### config.mk
export PLATFORM = sky130hd
export DESIGN_NAME = pin_frontend
export DESIGN_NICKNAME = d
export VERILOG_FILES = /design/src/rtl/pin_io_pkg.sv /design/src/rtl/pin_filter.sv /design/src/rtl/pin_frontend.sv
export SDC_FILE = /design/constraint.sdc
export NUM_CORES = 1
export LEC_CHECK = 0
export ABC_CLOCK_PERIOD_IN_PS = 16400
export BUFFER_PORTS_ARGS = -buffer_cell sky130_fd_sc_hd__buf_2
export CELL_PAD_IN_SITES_DETAIL_PLACEMENT = 2
export CELL_PAD_IN_SITES_GLOBAL_PLACEMENT = 2
export CORE_MARGIN = 3
export CORE_UTILIZATION = 37
export DETAILED_ROUTE_END_ITERATION = 10
export GPL_TIMING_DRIVEN = 1
export PLACE_DENSITY = 0.92
export SLEW_MARGIN = 5
export SYNTH_ARGS = -nofsm -noshare
export SYNTH_HDL_FRONTEND = slang
export SYNTH_SLANG_ARGS = --single-unit
### constraint.sdc
create_clock -name pllX16 -period 16.4 [get_ports pllX16]
set_input_delay 1.64 -clock pllX16 [delete_from_list [all_inputs] [get_ports pllX16]]
set_output_delay 1.64 -clock pllX16 [all_outputs]
set_load 0.02 [all_outputs]
### src/rtl/pin_io_pkg.sv
// Shared defaults and helpers for the pad front-end.
// Consumed by pin_frontend and pin_filter.
package pin_io_pkg;

    localparam int unsigned PIN_WIDTH_DEF  = 32;
    localparam int unsigned PIN_SYNC_DEF   = 2;
    localparam int unsigned PIN_FILTER_DEF = 4;

    // Counter must hold values 0..len, so len+1 distinct states.
    function automatic int unsigned filt_cnt_w(input int unsigned len);
        return (len < 1) ? 1 : $clog2(len + 1);
    endfunction

endpackage

### src/rtl/pin_filter.sv
// One pin's glitch filter: filt follows sync only after FILTER_LEN stable cycles.
// Built only when PIN_FILTER_EN is defined; otherwise filt is a plain register of sync.
module pin_filter
    import pin_io_pkg::*;
#(
    parameter int unsigned FILTER_LEN = PIN_FILTER_DEF,
    parameter logic        INIT       = 1'b0
) (
    input  logic clk_i,
    input  logic rst_i,
    input  logic sync_i,
    output logic filt_o
);

    logic filt_q, filt_d;

`ifdef PIN_FILTER_EN
    localparam int unsigned       CntW   = filt_cnt_w(FILTER_LEN);
    localparam logic [CntW-1:0]   CntMax = CntW'(FILTER_LEN - 1);

    logic [CntW-1:0] cnt_q, cnt_d;

    always_comb begin
        filt_d = filt_q;
        cnt_d  = cnt_q;
        if (sync_i == filt_q) begin
            cnt_d = '0;
        end else if (cnt_q == CntMax) begin
            filt_d = sync_i;
            cnt_d  = '0;
        end else begin
            cnt_d = cnt_q + 1'b1;
        end
    end

    always_ff @(posedge clk_i or posedge rst_i) begin
        if (rst_i) begin
            cnt_q <= '0;
        end else begin
            cnt_q <= cnt_d;
        end
    end
`else
    localparam int unsigned unused_filter_len = FILTER_LEN;

    always_comb begin
        filt_d = sync_i;
    end
`endif

    always_ff @(posedge clk_i or posedge rst_i) begin
        if (rst_i) begin
            filt_q <= INIT;
        end else begin
            filt_q <= filt_d;
        end
    end

    assign filt_o = filt_q;

endmodule

### src/rtl/pin_frontend.sv
// Pad front-end for the p1v core: synchroniser, optional glitch filter (PIN_FILTER_EN),
// core input mux, rise/fall event pulses and registered pad drive/enable.
module pin_frontend
    import pin_io_pkg::*;
#(
    parameter int unsigned      WIDTH       = PIN_WIDTH_DEF,
    parameter int unsigned      SYNC_STAGES = PIN_SYNC_DEF,
    parameter int unsigned      FILTER_LEN  = PIN_FILTER_DEF,
    parameter logic [WIDTH-1:0] INIT        = '0
) (
    input  logic             pllX16,
    input  logic             res,
    input  logic [WIDTH-1:0] pad_i,
    output logic [WIDTH-1:0] pad_o,
    output logic [WIDTH-1:0] pad_oe,
    input  logic [WIDTH-1:0] pin_out,
    input  logic [WIDTH-1:0] pin_dir,
    output logic [WIDTH-1:0] pin_in,
    output logic [WIDTH-1:0] rise,
    output logic [WIDTH-1:0] fall
);

    logic [WIDTH-1:0] sync_q [SYNC_STAGES];
    logic [WIDTH-1:0] filt;
    logic [WIDTH-1:0] prev_q;
    logic [WIDTH-1:0] rise_q, fall_q;
    logic [WIDTH-1:0] pad_o_q, pad_oe_q;

    always_ff @(posedge pllX16 or posedge res) begin
        if (res) begin
            for (int s = 0; s < SYNC_STAGES; s++) begin
                sync_q[s] <= INIT;
            end
        end else begin
            sync_q[0] <= pad_i;
            for (int s = 1; s < SYNC_STAGES; s++) begin
                sync_q[s] <= sync_q[s-1];
            end
        end
    end

    for (genvar i = 0; i < WIDTH; i++) begin : g_filter
        pin_filter #(
            .FILTER_LEN (FILTER_LEN),
            .INIT       (INIT[i])
        ) u_pin_filter (
            .clk_i  (pllX16),
            .rst_i  (res),
            .sync_i (sync_q[SYNC_STAGES-1][i]),
            .filt_o (filt[i])
        );
    end

    // Output-mode pins suppress edges; the filter keeps tracking so no catch-up edge appears.
    always_ff @(posedge pllX16 or posedge res) begin
        if (res) begin
            prev_q   <= INIT;
            rise_q   <= '0;
            fall_q   <= '0;
            pad_o_q  <= '0;
            pad_oe_q <= '0;
        end else begin
            prev_q   <= filt;
            rise_q   <= filt & ~prev_q & ~pin_dir;
            fall_q   <= ~filt & prev_q & ~pin_dir;
            pad_o_q  <= pin_out;
            pad_oe_q <= pin_dir;
        end
    end

    assign pin_in = (pin_dir & pin_out) | (~pin_dir & filt);
    assign rise   = rise_q;
    assign fall   = fall_q;
    assign pad_o  = pad_o_q;
    assign pad_oe = pad_oe_q;

endmodule
---- After elaboration in Yosys (flattened, before gate mapping) ----
Cells that the tools add are included.
storage, ports and cells
  memory bits (read-only) ................. 0
  bits in latches ......................... 0
  register bits ........................... 256
  RAM bits ................................ 0
  bits of input ports ..................... 98
  output and inout bits ................... 160
  memories ................................ 0
  logic and storage cells ................. 49
operators by class
  $add $sub $neg .......................... 0
  reduce and logical (&&, ||, !) cells .... 0
  shift-type cells ........................ 0
  $mul .................................... 0
  $lt $le $gt $ge ......................... 0
  equality and inequality tests ........... 0
  div/mod/pow operators ................... 0
  muxes and demuxes ....................... 0
  bitwise gates (word level) .............. 10
operator list
  cell                number
  bitwise AND 32 bit  6
  NOT 32 bit          3
  bitwise OR 32 bit   1

---- Longest topological paths before layout ----
  depth in word-level cells ............... 3
  gate-level depth with buffers ........... 1
  depth with buffers taken out ............ 1

---- Modules after synthesis ----
From an unflattened synthesis, not the netlist that was laid out.
unflattened totals
  cell total of the unflattened synthesis .. 385
  area total of the unflattened synthesis .. 7,490.9 um^2
modules (own cells, without submodules)
  module        sequential area each (um^2)  instances  area each (um^2)  cells an instance
  pin_frontend  5,605.4                      1          6,570.1           321
  pin_filter    25.0                         32         28.8              2

---- Worst setup path before layout ----
No wires, ideal clock.
  path type ............................... input to output
  from .................................... in pin_dir[0]
  to ...................................... out pin_in[0]
  arrival ................................. 1.955 ns
  setup slack ............................. 12.805 ns
  required time ........................... 14.760 ns
  cell stages on the path ................. 1
  path buffers ............................ 0
  cells stage by stage .................... mux2_4
between the ends
  word-level cells in the longest chain between the ends .. 3
  elaborated cells between the ends (all ways) .. 4
  those cells by class .................... bitwise: 4
ends and longest elaborated chain
  element              line                source
  from (decl)          pin_frontend.sv:17  input logic [WIDTH-1:0] pin_dir,
  NOT 32 bit           pin_frontend.sv:71  assign pin_in = (pin_dir & pin_out) | (~pin_dir & filt);
  bitwise AND 32 bit   pin_frontend.sv:71
  bitwise OR 32 bit *  pin_frontend.sv:71
  to (decl)            pin_frontend.sv:18  output logic [WIDTH-1:0] pin_in,
Mark *: on every way between the ends. The rest lies on a longest branch, timed or not.

---- Worst setup path after layout ----
  from .................................... in pin_dir[9]
  to ...................................... out pin_in[9]
Same word-level chain as after synthesis.

==> reports/metrics.cfg <==
[run_status]
status=completed

[floorplanning]
die_h_um=147.1
dieArea_um2=21650
ios=258
coreArea_um2=19140
start_util_pct=38.50
core.rowCount=50
die_x_um=147.1

[timing]
drv_slew=0
setup_ws_ns=12.50
fin_crit_sh_pct=23.81
finClkSkew_ns=0.008502
finalSetupViolations=0
rsz0062_at_grt=false
max_slew_margin_pct=42.40
finalHoldViolCount=0
fin_crit_ns=3.905
fmax_mhz=256.1
setup_tns_ns=0
tightest_slew_ns=0.8639

[clock_tree]
cts_tree=built
clk_latency_ns=0.51
clockRootBuffer=clkbuf_16
cts_resized=0
path_clk_slew_ns=0.06
cts.path.max_buffers=3
postCtsSetupBuffers=0
hold_buffers=0
htree_levels=1
numCtsBuffers=26
clock_sinks=256

[global_route]
met3_usage_pct=5.398
grt_pass1_vias=4959
antenna_found_initial=2
grt_pass1_wl_um=29770
busiest_layer=met2
met2_usage_pct=32.90
gr-usage-met1_pct=19.64
grt_max_degree=130
track_usage_pct=17.49
grt-ovfl-total=0

[synthesis]
synth-seq-cells=256
synthCells=353
syn-num-nets=451
synthesis.area_um2=7371
ys_seq_area_share_pct=86.91
yosysWarningCount=0
avgSynthCellArea_um2=20.88
synth.distinct_cells=4

[setup_path]
worstSetupStartpointType=input pin
path_delay_family=buffers and inverters
r2r_end=fall[28]
endpoint_kind=output pin
required_ns=14.76
reg2reg_from=g_filter[28].u_pin_filter.filt_o
regToRegSetupSlack_ns=15.47
critPathKind=input pin to output pin
cp.arrival_ns=2.26
slowest_stage=mux2_4
path_common_cell=buf_2
ff2ff_path_depth=1
critPathBufInv=2
cp.depth=3
path_cells=buf_2 -> mux2_4 -> buf_2
path_max_fanout=4
cpPeakStageDelay_ns=0.31

[finish]
final_common_cell=buf_2
nets=738
utilization_pct=52.12
drive_above_1_share_pct=50.91
final_cell_mix=buf_2, dfrtp_1, nor3b_1
num_antenna_cells=0
synthToLayoutAreaGrowth_pct=35.38

[drt]
wl_per_cell_um=20.68
firstDrtPassIters=4
drtAntennaViolNets=0
post_drt_via_cell_ratio=4.490
vias=4122
wl_um=18980
drc_errors=0
drt_iter0_markers=107

[power]
p_leak_nw=5.031
p_int_w=0.001118
seqPwrFrac_pct=47.3
power.total_w=0.001427
clkPwrFrac_pct=45.8
peakVddDrop_v=0.00008223
p_sw_w=0.0003091
p_sw_share_pct=21.66
power_density_nw_per_um2=143.0
comb_power_share_pct=6.8

[hold_path]
whs_path_depth=0
min_from=sync_q[53]
hold_path_class=flip-flop to flip-flop
hold_end=sync_q[21]

[placement]
gp_congestion=0.7341
io_buffers=257
pre_cts_slack_ns=12.49
place_hpwl_um=13230

[flow_run]
drv_cap=0

## per-stage QoR
stage	instances	hold WS, ns	area (µm²)
finish	918	0.3479	9978
global route	918	0.3558	9978
CTS	918	0.3476	9978
detailed placement	872	0.3362	9005
global placement	872	0.3312	9005
floorplan	353	0.3312	7371
## area by class of cell
| cell class | instances | area (µm²) |
|---|---|---|
| Fill cell | 1765 | 9165 |
| Sequential cell | 256 | 6406 |
| Timing Repair Buffer | 259 | 1301 |
| Multi-Input combinational cell | 96 | 960.9 |
| Clock buffer | 36 | 769.5 |
| Tap cell | 260 | 325.3 |
| Clock inverter | 10 | 203.9 |
| Inverter | 1 | 11.26 |
## how the worst max path moves through the flow
stage,start,to
6_report,pin_dir[9],pin_in[9]
5_1_grt,pin_dir[8],pin_in[8]
4_1_cts,pin_dir[9],pin_in[9]
3_5_place_dp,pin_dir[9],pin_in[9]
3_3_place_gp,pin_dir[8],pin_in[8]
2_1_floorplan,res,fall[0]
## logic make-up (layout without fill, tap and decap cells)
| family | after synthesis | in the layout | share of synthesized area (%) |
|---|---|---|---|
| buffers and inverters | 1 | 306 | 0.05088 |
| muxes | 32 | 32 | 6.518 |
| and+or+nand+nor | 64 | 64 | 6.518 |
| DFF | 256 | 256 | 86.91 |
## sequential cells by signal (all words and copies together), names as in the netlist
register	cells
sync_q	64
fall	32
g_filter.u_pin_filter.filt_o	32
pad_o	32
pad_oe	32
prev_q	32
rise	32
## power by group through the flow
stage | logic, W | clock network (W) | registers [W]
CTS | 0.000100 | 0.000675 | 0.000676
detailed placement | 0.0000988 | 0 | 0.000687
finish | 0.0000975 | 0.000654 | 0.000675
floorplan | 0.0000335 | 0 | 0.000701
global route | 0.000105 | 0.000702 | 0.000679
global placement | 0.0000938 | 0 | 0.000683
## cell usage after synthesis
library cell / n / area share, %
dfrtp_1: 256 / 87
mux2_4: 32 / 6.5
nor3b_1: 64 / 6.5
inv_1: 1 / 0.051
## metal layers
layer  up-vias  routed length (µm)
li1       1764                   -
met1      2139                6707
met2       187               10520
met3        28                1474
met4         4                 245
met5         -                  31
No activity file was read; power rests on OpenSTA's default activity.
